<file path="config.mk">
export PLATFORM = sky130hd
export DESIGN_NAME = fifo_rd2axis
export DESIGN_NICKNAME = d
export VERILOG_FILES = /design/src/rtl/easy_fifo_pkg.sv /design/src/rtl/fifo_rd2axis_buf.sv /design/src/rtl/fifo_rd2axis.sv
export SDC_FILE = /design/constraint.sdc
export NUM_CORES = 1
export LEC_CHECK = 0
export CAP_MARGIN = 5
export CORE_MARGIN = 3
export CORE_UTILIZATION = 45
export DETAILED_ROUTE_END_ITERATION = 8
export PLACE_DENSITY = 0.7
export SYNTH_ARGS = -nofsm -noshare
export SYNTH_HDL_FRONTEND = slang
export SYNTH_SLANG_ARGS = --single-unit
</file>
<file path="constraint.sdc">
create_clock -name clk -period 3.55 [get_ports clk]
set_input_delay 0.71 -clock clk [delete_from_list [all_inputs] [get_ports clk]]
set_output_delay 0.71 -clock clk [all_outputs]
set_load 0.05 [all_outputs]
</file>
<file path="src/rtl/easy_fifo_pkg.sv">
// Shared helpers for the FIFO read-side adapter: latency limit, counter
// widths and pointer wrap for buffers whose depth is not a power of two.
package easy_fifo_pkg;

   localparam int RD_LATENCY_MAX = 2;

   // Bits needed to hold a count in the range 0..n (at least one bit).
   function automatic int unsigned cnt_w(input int unsigned n);
      return (n < 1) ? 1 : $clog2(n + 1);
   endfunction

   // Advance a circular-buffer pointer, wrapping at an arbitrary depth.
   function automatic int unsigned ptr_inc(input int unsigned ptr, input int unsigned depth);
      return (ptr + 1 >= depth) ? 0 : ptr + 1;
   endfunction

endpackage

</file>
<file path="src/rtl/fifo_rd2axis_buf.sv">
// Small register-based circular buffer that absorbs the FIFO read latency.
// Head data is forced to zero while the buffer is empty so the stream output
// is clean after reset without needing to reset the storage itself.
module fifo_rd2axis_buf
   import easy_fifo_pkg::*;
#(
   parameter int DWIDTH = 32,
   parameter int DEPTH  = 3
) (
   input  logic                    clk_i,
   input  logic                    rst_n_i,
   input  logic                    wr_en_i,
   input  logic [DWIDTH-1:0]       wr_data_i,
   input  logic                    rd_en_i,
   output logic [cnt_w(DEPTH)-1:0] occ_o,
   output logic [DWIDTH-1:0]       head_o
);

   localparam int PTR_W = (DEPTH > 1) ? $clog2(DEPTH) : 1;
   localparam int OCC_W = cnt_w(DEPTH);

   logic [PTR_W-1:0]  wr_ptr_q, wr_ptr_d;
   logic [PTR_W-1:0]  rd_ptr_q, rd_ptr_d;
   logic [OCC_W-1:0]  occ_q, occ_d;
   logic [DWIDTH-1:0] mem_q [DEPTH];
   logic              rd_fire;

   // Next-state for pointers and occupancy; a read only counts when data is held.
   always_comb begin
      rd_fire  = rd_en_i && (occ_q != '0);
      wr_ptr_d = wr_ptr_q;
      rd_ptr_d = rd_ptr_q;
      occ_d    = occ_q;
      if (wr_en_i) wr_ptr_d = PTR_W'(ptr_inc(32'(wr_ptr_q), DEPTH));
      if (rd_fire) rd_ptr_d = PTR_W'(ptr_inc(32'(rd_ptr_q), DEPTH));
      case ({wr_en_i, rd_fire})
         2'b10:   occ_d = occ_q + OCC_W'(1);
         2'b01:   occ_d = occ_q - OCC_W'(1);
         default: occ_d = occ_q;
      endcase
   end

   // Control state register; storage contents are left unreset.
   always_ff @(posedge clk_i) begin
      if (!rst_n_i) begin
         wr_ptr_q <= '0;
         rd_ptr_q <= '0;
         occ_q    <= '0;
      end else begin
         wr_ptr_q <= wr_ptr_d;
         rd_ptr_q <= rd_ptr_d;
         occ_q    <= occ_d;
      end
   end

   // Data storage write.
   always_ff @(posedge clk_i) begin
      if (wr_en_i) mem_q[wr_ptr_q] <= wr_data_i;
   end

   // Catch a write into a full buffer; upstream credit control must prevent it.
   always_ff @(posedge clk_i) begin
      if (rst_n_i && wr_en_i)
         assert (occ_q != OCC_W'(DEPTH)) else $error("fifo_rd2axis_buf: write while full");
   end

   assign occ_o  = occ_q;
   assign head_o = (occ_q != '0) ? mem_q[rd_ptr_q] : '0;

endmodule

</file>
<file path="src/rtl/fifo_rd2axis.sv">
// FIFO read port to AXI-Stream master. Pops are issued only when the skid
// buffer is guaranteed room for every outstanding read, which lets the
// stream run at one beat per cycle despite the FIFO read latency.
module fifo_rd2axis
   import easy_fifo_pkg::*;
#(
   parameter int DWIDTH     = 32,
   parameter int RD_LATENCY = 1,
   parameter int PKT_LEN    = 0
) (
   input  logic                            clk,
   input  logic                            rst,
   input  logic [DWIDTH-1:0]               fifo_rd_data,
   input  logic                            fifo_empty,
   output logic                            fifo_rd_en,
   output logic [DWIDTH-1:0]               m_axis_tdata,
   output logic                            m_axis_tvalid,
   input  logic                            m_axis_tready,
   output logic                            m_axis_tlast,
   output logic [$clog2(RD_LATENCY+3)-1:0] level
);

   localparam int BUF_DEPTH = RD_LATENCY + 2;
   localparam int OCC_W     = cnt_w(BUF_DEPTH);
   localparam int BEAT_W    = cnt_w(PKT_LEN);
   localparam int LAST_BEAT = (PKT_LEN > 0) ? PKT_LEN - 1 : 0;

   if (RD_LATENCY < 0 || RD_LATENCY > RD_LATENCY_MAX) begin : g_bad_latency
      $error("fifo_rd2axis: RD_LATENCY out of range");
   end

   logic [OCC_W-1:0]  occ;
   logic [OCC_W-1:0]  inflight;
   logic              buf_wr;
   logic              xfer;
   logic [BEAT_W-1:0] beat_cnt_q, beat_cnt_d;

   // Pop only if everything already buffered plus everything in flight still fits.
   always_comb begin
      fifo_rd_en = 1'b0;
      if (rst && !fifo_empty && (32'(occ) + 32'(inflight) < BUF_DEPTH))
         fifo_rd_en = 1'b1;
   end

   if (RD_LATENCY == 0) begin : g_fwft
      assign buf_wr   = fifo_rd_en;
      assign inflight = '0;
   end else begin : g_pipe
      logic [RD_LATENCY-1:0] vld_pipe_q, vld_pipe_d;

      // Delay the pop strobe so the buffer write lines up with valid FIFO data.
      always_comb vld_pipe_d = RD_LATENCY'({vld_pipe_q, fifo_rd_en});

      // In-flight valid pipe; cleared on reset so outstanding pops are dropped.
      always_ff @(posedge clk) begin
         if (!rst) vld_pipe_q <= '0;
         else      vld_pipe_q <= vld_pipe_d;
      end

      assign buf_wr   = vld_pipe_q[RD_LATENCY-1];
      assign inflight = OCC_W'($countones(vld_pipe_q));
   end

   fifo_rd2axis_buf #(
      .DWIDTH (DWIDTH),
      .DEPTH  (BUF_DEPTH)
   ) u_buf (
      .clk_i     (clk),
      .rst_n_i   (rst),
      .wr_en_i   (buf_wr),
      .wr_data_i (fifo_rd_data),
      .rd_en_i   (xfer),
      .occ_o     (occ),
      .head_o    (m_axis_tdata)
   );

   assign m_axis_tvalid = (occ != '0);
   assign xfer          = m_axis_tvalid && m_axis_tready;
   assign level         = occ;

   // Beat position within the packet; advances on each accepted beat.
   always_comb begin
      beat_cnt_d = beat_cnt_q;
      if (xfer && (PKT_LEN > 0)) begin
         if (beat_cnt_q == BEAT_W'(LAST_BEAT)) beat_cnt_d = '0;
         else                                  beat_cnt_d = beat_cnt_q + BEAT_W'(1);
      end
   end

   // Beat counter register.
   always_ff @(posedge clk) begin
      if (!rst) beat_cnt_q <= '0;
      else      beat_cnt_q <= beat_cnt_d;
   end

   assign m_axis_tlast = (PKT_LEN > 0) && m_axis_tvalid && (beat_cnt_q == BEAT_W'(LAST_BEAT));

endmodule

</file>
==> metrics.txt, run 1 <==
required time of the critical path 2.84 ns; number of nets still failing antenna checks after routing 0; first-iteration detailed-routing DRC count 66; clock root buffer sky130_fd_sc_hd__clkbuf_8; via count of the first global-routing pass 2215; cell area after technology mapping 4141 µm²; shortest clock period the worst path allows after layout 3.183 ns; startpoint type of the worst setup path flip-flop; via count normalized by instance count 5.000; startpoint-to-endpoint class of the critical path flip-flop to primary output; die area 10390 µm²; first-pass iteration count of the detailed router 4; TritonCTS clock tree yes; Cell Count, Final, Fillers Out 432; maximum achievable frequency 314.1 MHz; routed wire length 6.874 mm; area of the core 8848 µm²; outcome completed; share of synthesized area occupied by flip-flops and latches 73.96%; largest net degree at the start of global routing 34; number of port buffers 71; commonest non-fill, non-tap cell in the layout sky130_fd_sc_hd__edfxtp_1; post-placement cell count 416; Post-layout nets 358; number of max-slew violations in the final report 0; worst hold slack after final layout 0.5026 ns; post-CTS setup repair buffer count 0; sinks on the clock net 105; post-cts sizing count 0; number of levels in the clock H-tree 3; GRT Total Usage 13.86%; synthesized area per cell 16.90 µm²; CP Max Fanout 17; unrepaired setup endpoints after global routing no; number of distinct standard cells referenced by the synthesized netlist 25; clock transition at the registers of the reported paths 0.09 ns; maximum number of buffers from clock root to sink 2; count of inserted antenna diode cells 0; count of warnings emitted by yosys 0; ratio of cells with drive above 1 in the final layout 13.27%; HPWL Detailed 4.261 mm; first-pass GRT wire length 10.72 mm; Static Leakage 1.677 nW; post-detailed-route DRC marker count 0; Synth Net Count 284; max cap viols 0; Final Util 58.55%; number of top-level design ports 73; final period utilization 89.67%; vertical extent of the die 101.9 µm; die extent in x 101.9 µm; classification of the worst-slack hold path flip-flop to flip-flop; most frequent cells in the layout sky130_fd_sc_hd__edfxtp_1 (96), sky130_fd_sc_hd__clkdlybuf4s50_1 (71), sky130_fd_sc_hd__nor2_1 (35); peak ir drop on the vdd network 0.0002991 V; Fin. Hold Viols 0; starting utilization of the core area 46.80%; post-DR wirelength/cell 15.91 µm; transition at the pin with the smallest max-transition slack 1.032 ns; later-pin clock latency in the skew report 0.35 ns; setup slack after layout 0.3667 ns; sum of overflow across all layers after global routing 0; number of antenna violations at the first check in global routing 0; kind of end point of the critical path primary output; gpl congestion 0.6719; total power divided by cell area 715.7 nW/µm²; number of buffers created by CTS 9; Area growth, synth to finish 25.11%; crit path DAT 2.47 ns; Relative slew margins 31.03%; Max Clock Skew 0.008062 ns; Setup Viol. Count Final 0; # rows 34; flip-flop and latch count after synthesis 105; Setup TNS 0 ns; count of hold buffers inserted by post-cts repair 0; via count of the routed design 2160; Setup WS pre-CTS 0.4522 ns; number of instances in the synthesized netlist 245
## worst max-delay path, cell delays in order (launching register included)
cell and delay, ns:
sky130_fd_sc_hd__dfxtp_2 0.63, sky130_fd_sc_hd__buf_12 0.22, sky130_fd_sc_hd__mux2_1 0.34, sky130_fd_sc_hd__mux2i_1 0.16, sky130_fd_sc_hd__nor2_1 0.07, sky130_fd_sc_hd__clkdlybuf4s50_1 0.71
## metal layers
metal / up-vias / part of all wire, % / track usage, %
met2: 45 / 53 / 24.70
met5: - / 0 / 0
met3: 7 / 3.6 / 2.935
met4: 0 / 1.3 / 4.844
li1: 1061 / - / -
met1: 1047 / 42 / 16.73
## final cells by class
type	count	area, µm²
Clock inverter	7	68.82
Multi-Input combinational cell	124	1007
Sequential cell	105	3065
Inverter	4	15.01
Fill cell	690	3667
Timing Repair Buffer	75	765.7
Clock buffer	9	123.9
Tap cell	108	135.1
## where the power goes
group	total (mW)	internal (mW)	switching [mW]
clock	0.703	0.325	0.377
combinational	1.52	0.541	0.982
sequential	1.48	1.42	0.0613
total	3.71	2.29	1.42
## state kept, by name (all words and copies together), names as in the netlist, named ones only
signal and count:
buf_wr 1, u_buf.mem_q 96, u_buf.occ_o 2, u_buf.rd_ptr_q 2, u_buf.wr_ptr_q 2
## per-stage QoR
step                      area [µm²]  power [mW]
after floorplan                 4148       2.557
after global placement          4989       3.046
after detailed placement        4989       3.060
after CTS                       5181       3.757
after global routing            5181       3.895
final                           5181       3.708
## cell usage after synthesis (all sizes together)
cell type / n / area share [%]
and3b: 1 / 0.21
nor3: 1 / 0.12
o21ai: 2 / 0.24
clkbuf: 2 / 0.18
nand2: 2 / 0.18
a2111oi: 2 / 0.42
conb: 1 / 0.091
nor2b: 2 / 0.30
dfxtp: 9 / 4.4
or3: 2 / 0.30
nor2: 37 / 3.4
a21oi: 3 / 0.36
mux2i: 33 / 8.0
ha: 3 / 0.91
edfxtp: 96 / 70
xor2: 1 / 0.21
inv: 4 / 0.36
buf: 10 / 1.7
xnor2: 1 / 0.21
mux2: 32 / 8.7
o21a: 1 / 0.18
## kinds of logic (layout without fill, tap and decap cells)
| logic type | count (synthesis) | count (layout) | share of synthesized area (%) |
|---|---|---|---|
| muxes | 65 | 65 | 16.68 |
| adders and majority gates | 3 | 3 | 0.9064 |
| DFF | 105 | 105 | 73.96 |
| AOI/OAI and AO/OA | 8 | 8 | 1.208 |
| and+or+nand+nor | 45 | 45 | 4.471 |
| buffers and inverters | 16 | 95 | 2.266 |
| other | 1 | 1 | 0.09055 |
| xor gates and xnor gates | 2 | 2 | 0.4230 |
## worst paths after layout
kind,slack [ns],cells after the start,from,end
setup / recovery,0.37,5,flip-flop,m_axis_tdata[9]
hold / removal,0.50,2,u_buf.rd_ptr_q[0],flip-flop
setup reg to reg,1.87,2,buf_wr,u_buf.mem_q[2][20]
hold reg to reg,0.50,2,u_buf.rd_ptr_q[0],flip-flop
Note: power is estimated with default switching activity, not from simulation.
==> run 2: changes to the inputs <==
--- a/config.mk
+++ b/config.mk
@@ -10,6 +10,7 @@
 export CORE_UTILIZATION = 45
 export DETAILED_ROUTE_END_ITERATION = 8
 export PLACE_DENSITY = 0.7
+export SKIP_CTS_REPAIR_TIMING = 1
 export SYNTH_ARGS = -nofsm -noshare
 export SYNTH_HDL_FRONTEND = slang
 export SYNTH_SLANG_ARGS = --single-unit
==> results of run 2 <==
The final DEF is identical to that of run 1; final timing and power are the same.
